--- config.mk ---
export PLATFORM = sky130hd
export DESIGN_NAME = quad_updown_decoder
export DESIGN_NICKNAME = d
export VERILOG_FILES = /design/src/rtl/quad_updown_decoder_pkg.sv /design/src/rtl/quad_updown_decoder_sync2.sv /design/src/rtl/quad_updown_decoder.sv
export SDC_FILE = /design/constraint.sdc
export NUM_CORES = 1
export LEC_CHECK = 0
export CORE_ASPECT_RATIO = 1.2
export CORE_MARGIN = 3
export CORE_UTILIZATION = 37
export DETAILED_ROUTE_END_ITERATION = 16
export PLACE_DENSITY_LB_ADDON = 0.2
export SYNTH_ARGS = -nofsm -noshare
export SYNTH_HDL_FRONTEND = slang
export SYNTH_SLANG_ARGS = --single-unit
--- constraint.sdc ---
create_clock -name clk -period 6 [get_ports clk]
set_input_delay 0.9 -clock clk [delete_from_list [all_inputs] [get_ports clk]]
set_output_delay 0.9 -clock clk [all_outputs]
set_load 0.005 [all_outputs]
--- src/rtl/quad_updown_decoder_pkg.sv ---
// Shared phase encodings, limits and the prev/cur transition classifier
// for the quadrature up/down decoder.
package quad_updown_decoder_pkg;

  localparam int CW_DEF = 4;
  localparam logic [1:0] FILL_MAX = 2'd3;

  // Phase state is {A,B}; the up direction walks 00 -> 01 -> 11 -> 10 -> 00.
  typedef enum logic [1:0] {
    PH_00 = 2'b00,
    PH_01 = 2'b01,
    PH_11 = 2'b11,
    PH_10 = 2'b10
  } phase_t;

  typedef enum logic [1:0] {
    MV_NONE,
    MV_UP,
    MV_DOWN,
    MV_ILLEGAL
  } move_t;

  function automatic logic [1:0] next_up(input logic [1:0] ph);
    logic [1:0] nu;
    nu = PH_00;
    case (ph)
      PH_00:   nu = PH_01;
      PH_01:   nu = PH_11;
      PH_11:   nu = PH_10;
      PH_10:   nu = PH_00;
      default: nu = PH_00;
    endcase
    return nu;
  endfunction

  function automatic move_t decode_move(input logic [1:0] prev, input logic [1:0] cur);
    move_t mv;
    if (prev == cur) begin
      mv = MV_NONE;
    end else if (cur == next_up(prev)) begin
      mv = MV_UP;
    end else if (prev == next_up(cur)) begin
      mv = MV_DOWN;
    end else begin
      mv = MV_ILLEGAL;
    end
    return mv;
  endfunction

endpackage

--- src/rtl/quad_updown_decoder_sync2.sv ---
// Two-flop synchronizer with synchronous reset for one asynchronous input.
module sync2 (
  input  logic clk,
  input  logic rst,
  input  logic d,
  output logic q
);

  logic s1;

  always_ff @(posedge clk) begin
    if (rst) begin
      s1 <= 1'b0;
      q  <= 1'b0;
    end else begin
      s1 <= d;
      q  <= s1;
    end
  end

endmodule

--- src/rtl/quad_updown_decoder.sv ---
// Quadrature decoder: synchronizes A/B, classifies each phase transition and
// keeps a modulo-2^CW position count with step/wrap/err pulses.
module quad_updown_decoder
  import quad_updown_decoder_pkg::*;
#(
  parameter int CW = CW_DEF
) (
  input  logic          clk,
  input  logic          rst,
  input  logic          a_in,
  input  logic          b_in,
  input  logic          clr,
  output logic [CW-1:0] q,
  output logic          up_down,
  output logic          step,
  output logic          wrap,
  output logic          err,
  output logic          err_sticky
);

  localparam logic [CW-1:0] Q_MAX = '1;
  localparam logic [CW-1:0] Q_ONE = {{(CW-1){1'b0}}, 1'b1};

  logic [1:0] raw;
  logic [1:0] cur;
  logic [1:0] prev;
  logic [1:0] fill;
  move_t      move;

  assign raw = {a_in, b_in};

  genvar gi;
  generate
    for (gi = 0; gi < 2; gi++) begin : g_sync
      sync2 u_sync (
        .clk (clk),
        .rst (rst),
        .d   (raw[gi]),
        .q   (cur[gi])
      );
    end
  endgenerate

  // Until the synchronizer and prev have been refilled after reset, their
  // contents are stale zeros and must not be interpreted as movement.
  always_comb begin
    move = MV_NONE;
    if (fill == FILL_MAX) begin
      move = decode_move(prev, cur);
    end
  end

  always_ff @(posedge clk) begin
    if (rst) begin
      prev       <= 2'b00;
      fill       <= 2'd0;
      q          <= '0;
      up_down    <= 1'b0;
      step       <= 1'b0;
      wrap       <= 1'b0;
      err        <= 1'b0;
      err_sticky <= 1'b0;
    end else begin
      prev <= cur;
      if (fill != FILL_MAX) begin
        fill <= fill + 2'd1;
      end
      step <= 1'b0;
      wrap <= 1'b0;
      err  <= 1'b0;
      case (move)
        MV_UP: begin
          step    <= 1'b1;
          up_down <= 1'b0;
          if (!clr) begin
            q    <= q + Q_ONE;
            wrap <= (q == Q_MAX);
          end
        end
        MV_DOWN: begin
          step    <= 1'b1;
          up_down <= 1'b1;
          if (!clr) begin
            q    <= q - Q_ONE;
            wrap <= (q == '0);
          end
        end
        MV_ILLEGAL: begin
          err        <= 1'b1;
          err_sticky <= 1'b1;
        end
        default: ;
      endcase
      // Clear wins over any count or sticky update made above this cycle.
      if (clr) begin
        q          <= '0;
        err_sticky <= 1'b0;
      end
    end
  end

endmodule

==> results.sh <==
export IMPL_path_class="register to register"
export IMPL_routed_via_density=5.13
export IMPL_drt_iter0_markers=7
export IMPL_outcome="finished clean"
export IMPL_p_sw_uw=49.7
export IMPL_ys_ff_latch=17
export IMPL_cts_buffers=3
export IMPL_max_stage_delay_ns=0.43
export IMPL_worstReg2RegEnd="q[3]"
export IMPL_cp_cell_sequence="mux2_2, o211ai_2, ha_1, ha_1, a21oi_1, and4b_4, o21ai_1, o31ai_1"
export IMPL_min_from="g_sync[0].u_sync.s1"
export IMPL_ys_async_sr_fraction_pct=0
export IMPL_cts_tree="built"
export IMPL_grt_pass1_wl_um=2270
export IMPL_postCtsSetupRepairBufs=0
export IMPL_gp_congestion=0.755
export IMPL_cts_resized=0
export IMPL_setup_tns_final_ns=0
export IMPL_pwr_share_clk_pct=30.1
export IMPL_cts_buffer_depth=2
export IMPL_htreeDepth=1
export IMPL_setup_viol=0
export IMPL_whs_ns=0.450
export IMPL_grt_max_degree=14
export IMPL_r2r_slack_ns=3.70
export IMPL_fin_crit_sh_pct=38.3
export IMPL_synth_edf_count=0
export IMPL_layout_drive_gt1_share_pct=9.57
export IMPL_cap_violations=0
export IMPL_seq_area_frac_synth_pct=43.8
export IMPL_ioPinCount=14
export IMPL_root_buffer="clkbuf_4"
export IMPL_finalClockSkew_ns=0.00119
export IMPL_timing_rr_start="prev[0]"
export IMPL_tightestPinTransition_ns=0.433
export IMPL_synth_area_top_cells="dfxtp_1 44%, ha_1 9.7%, nor2_1 6.8%"
export IMPL_hold_depth=1
export IMPL_cts_hold_buffers_added=0
export IMPL_antenna_cells=0
export IMPL_die_height_um=56.2
export IMPL_postRouteAntennaNets=0
export IMPL_total_power_uw=203
export IMPL_row_count=17
export IMPL_crit_slowest_cell="dfxtp_1"
export IMPL_synth_cell_types=29
export IMPL_clkLatencyLatePin_ns=0.29
export IMPL_path_buf_inv=0
export IMPL_hold_viol=0
export IMPL_grt_pass1_vias=503
export IMPL_drtPass1Iterations=4
export IMPL_synth_warnings=0
export IMPL_fmax_ghz=0.435
export IMPL_gr_usage_all_layers_pct=12.0
export IMPL_ir_drop_v=0.000125
export IMPL_cts_sinks=17
export IMPL_min_path_type="register to register"
export IMPL_slew_violations=0
export IMPL_area_delta_synth_final_pct=21.4
export IMPL_switching_share_pct=24.5
export IMPL_syn_inst=80
export IMPL_die_w_um=47.8
export IMPL_crit_top_cell="ha_1"
export IMPL_dpl_hpwl_um=936
export IMPL_gr_total_overflow=0
export IMPL_max_slew_margin_rel_pct=71.0
export IMPL_r2r_cells=8
export IMPL_power_density_nw_per_um2=215
export IMPL_critical_path_top_delay_family="adder cells"
export IMPL_pwr_share_seq_pct=59.6
export IMPL_comb_power_share_pct=10.3
export IMPL_wirelength_um=1280
export IMPL_coreArea_sq_um=1910
export IMPL_antenna_found_initial=0
export IMPL_die_area_sq_um=2690
export IMPL_startpoint_type="register"
export IMPL_fill_cells=188
export IMPL_leakage_nw=0.377
export IMPL_vias=580
export IMPL_yosys_area_top_type="dfxtp_1"
export IMPL_worstPathMaxFanout=7
export IMPL_drc=0
export IMPL_fin_nets=107
export IMPL_start_util_pct=40.6
export IMPL_min_to="g_sync[0].u_sync.q"
export IMPL_finalCriticalPeriod_ns=2.30
export IMPL_crit_arrival_ns=2.51
export IMPL_io_buffers=13
export IMPL_syn_area_per_cell_sq_um=9.71
export IMPL_cp_end_kind="register"
export IMPL_internal_power_uw=153
export IMPL_path_clk_slew_ns=0.10
export IMPL_routedWlPerCell_um=11.3
export IMPL_crit_required_ns=6.21
export IMPL_yosys_area_top_type_share_pct=43.8
export IMPL_synth_flop_cell="dfxtp_1"
export IMPL_rsz0062_at_grt="false"
export IMPL_synthesis_area_sq_um=777
export IMPL_synth_fp_nets=92
power by group through the flow:
stage,Clock [mW],Sequential [mW],Combinational [mW]
2_1_floorplan,0,0.123,0.0154
3_3_place_gp,0,0.123,0.0206
3_5_place_dp,0,0.124,0.0211
4_1_cts,0.0631,0.121,0.0213
5_1_grt,0.0699,0.122,0.0239
6_report,0.0610,0.121,0.0209
cell families after synthesis:
kind of cell	after synthesis	synth area share (%)
XOR/XNOR	3	3.38
AO/OA/AOI/OAI	12	10.9
buffers and inverters	8	4.35
AND/OR/NAND/NOR	29	20.0
multiplexers	4	5.31
adder cells (fa/ha/maj)	7	12.2
flip-flops	17	43.8
worst max-delay path by stage:
stage / end / start / slack, ns / cells past startpoint
finish: q[3] / prev[0] / 3.70 / 8
global route: q[3] / prev[0] / 3.47 / 8
global placement: q[3] / prev[0] / 3.76 / 8
floorplan: q[3] / prev[0] / 3.94 / 8
CTS: q[3] / prev[0] / 3.69 / 8
detailed placement: q[3] / prev[0] / 3.72 / 8
synth_stat cells, types with 2 or more instances:
| master | number |
|---|---|
| xor2_1 | 3 |
| a21oi_1 | 3 |
| dfxtp_1 | 17 |
| inv_1 | 5 |
| nor2b_1 | 6 |
| mux2i_1 | 3 |
| nor2_1 | 14 |
| ha_1 | 6 |
| o211ai_1 | 2 |
| nand2_1 | 2 |
metrics by stage:
stage               util, %  cell area [sq um]  setup slack [ns]  instances
global route           49.3                943              3.47        113
floorplan                 -                777              3.94         80
finish                 49.3                943              3.70        113
CTS                    49.3                943              3.69        113
detailed placement     47.8                916              3.72        109
global placement       47.8                916              3.76        109
cell type report:
class	count	area, sq um	area share (%)
Timing Repair Buffer	13	130	13.8
Sequential cell	17	340	36.1
Inverter	5	18.8	1.99
Tap cell	19	23.8	2.52
Clock inverter	1	5.00	0.531
Clock buffer	3	22.5	2.39
Multi-Input combinational cell	55	403	42.7
state kept, by name, indices dropped and copies added, names as in the netlist:
signal	count
up_down	1
step	1
q	4
g_sync.u_sync.q	2
g_sync.u_sync.s1	2
prev	2
err	1
wrap	1
err_sticky	1
fill	2
placed cells by master, fill, tap and decap left out:
master / n
o211a_1: 1
a22oi_1: 1
o21ai_1: 1
ha_1: 6
clkdlybuf4s50_1: 13
dfxtp_1: 17
xor2_1: 3
a21oi_1: 3
or2_1: 1
clkbuf_4: 3
mux2i_1: 3
nand3_2: 1
o211ai_2: 1
nor3_1: 1
inv_1: 5
and4b_4: 1
nor4_1: 1
nand2b_1: 1
mux2_2: 1
o211ai_1: 2
a211oi_1: 1
and4_2: 1
clkinv_2: 1
nor2b_1: 6
o31ai_1: 1
fa_1: 1
o21ai_0: 1
nor2_1: 14
nand2_1: 2
routing by layer:
metal	global-route usage, %	vias up	part of all wire [%]
met5	0	-	0
met4	6.92	0	2.7
met3	5.18	4	5.5
met2	14.4	17	40
met1	17.1	263	51
li1	-	296	-
(Power assumes the default switching activity.)
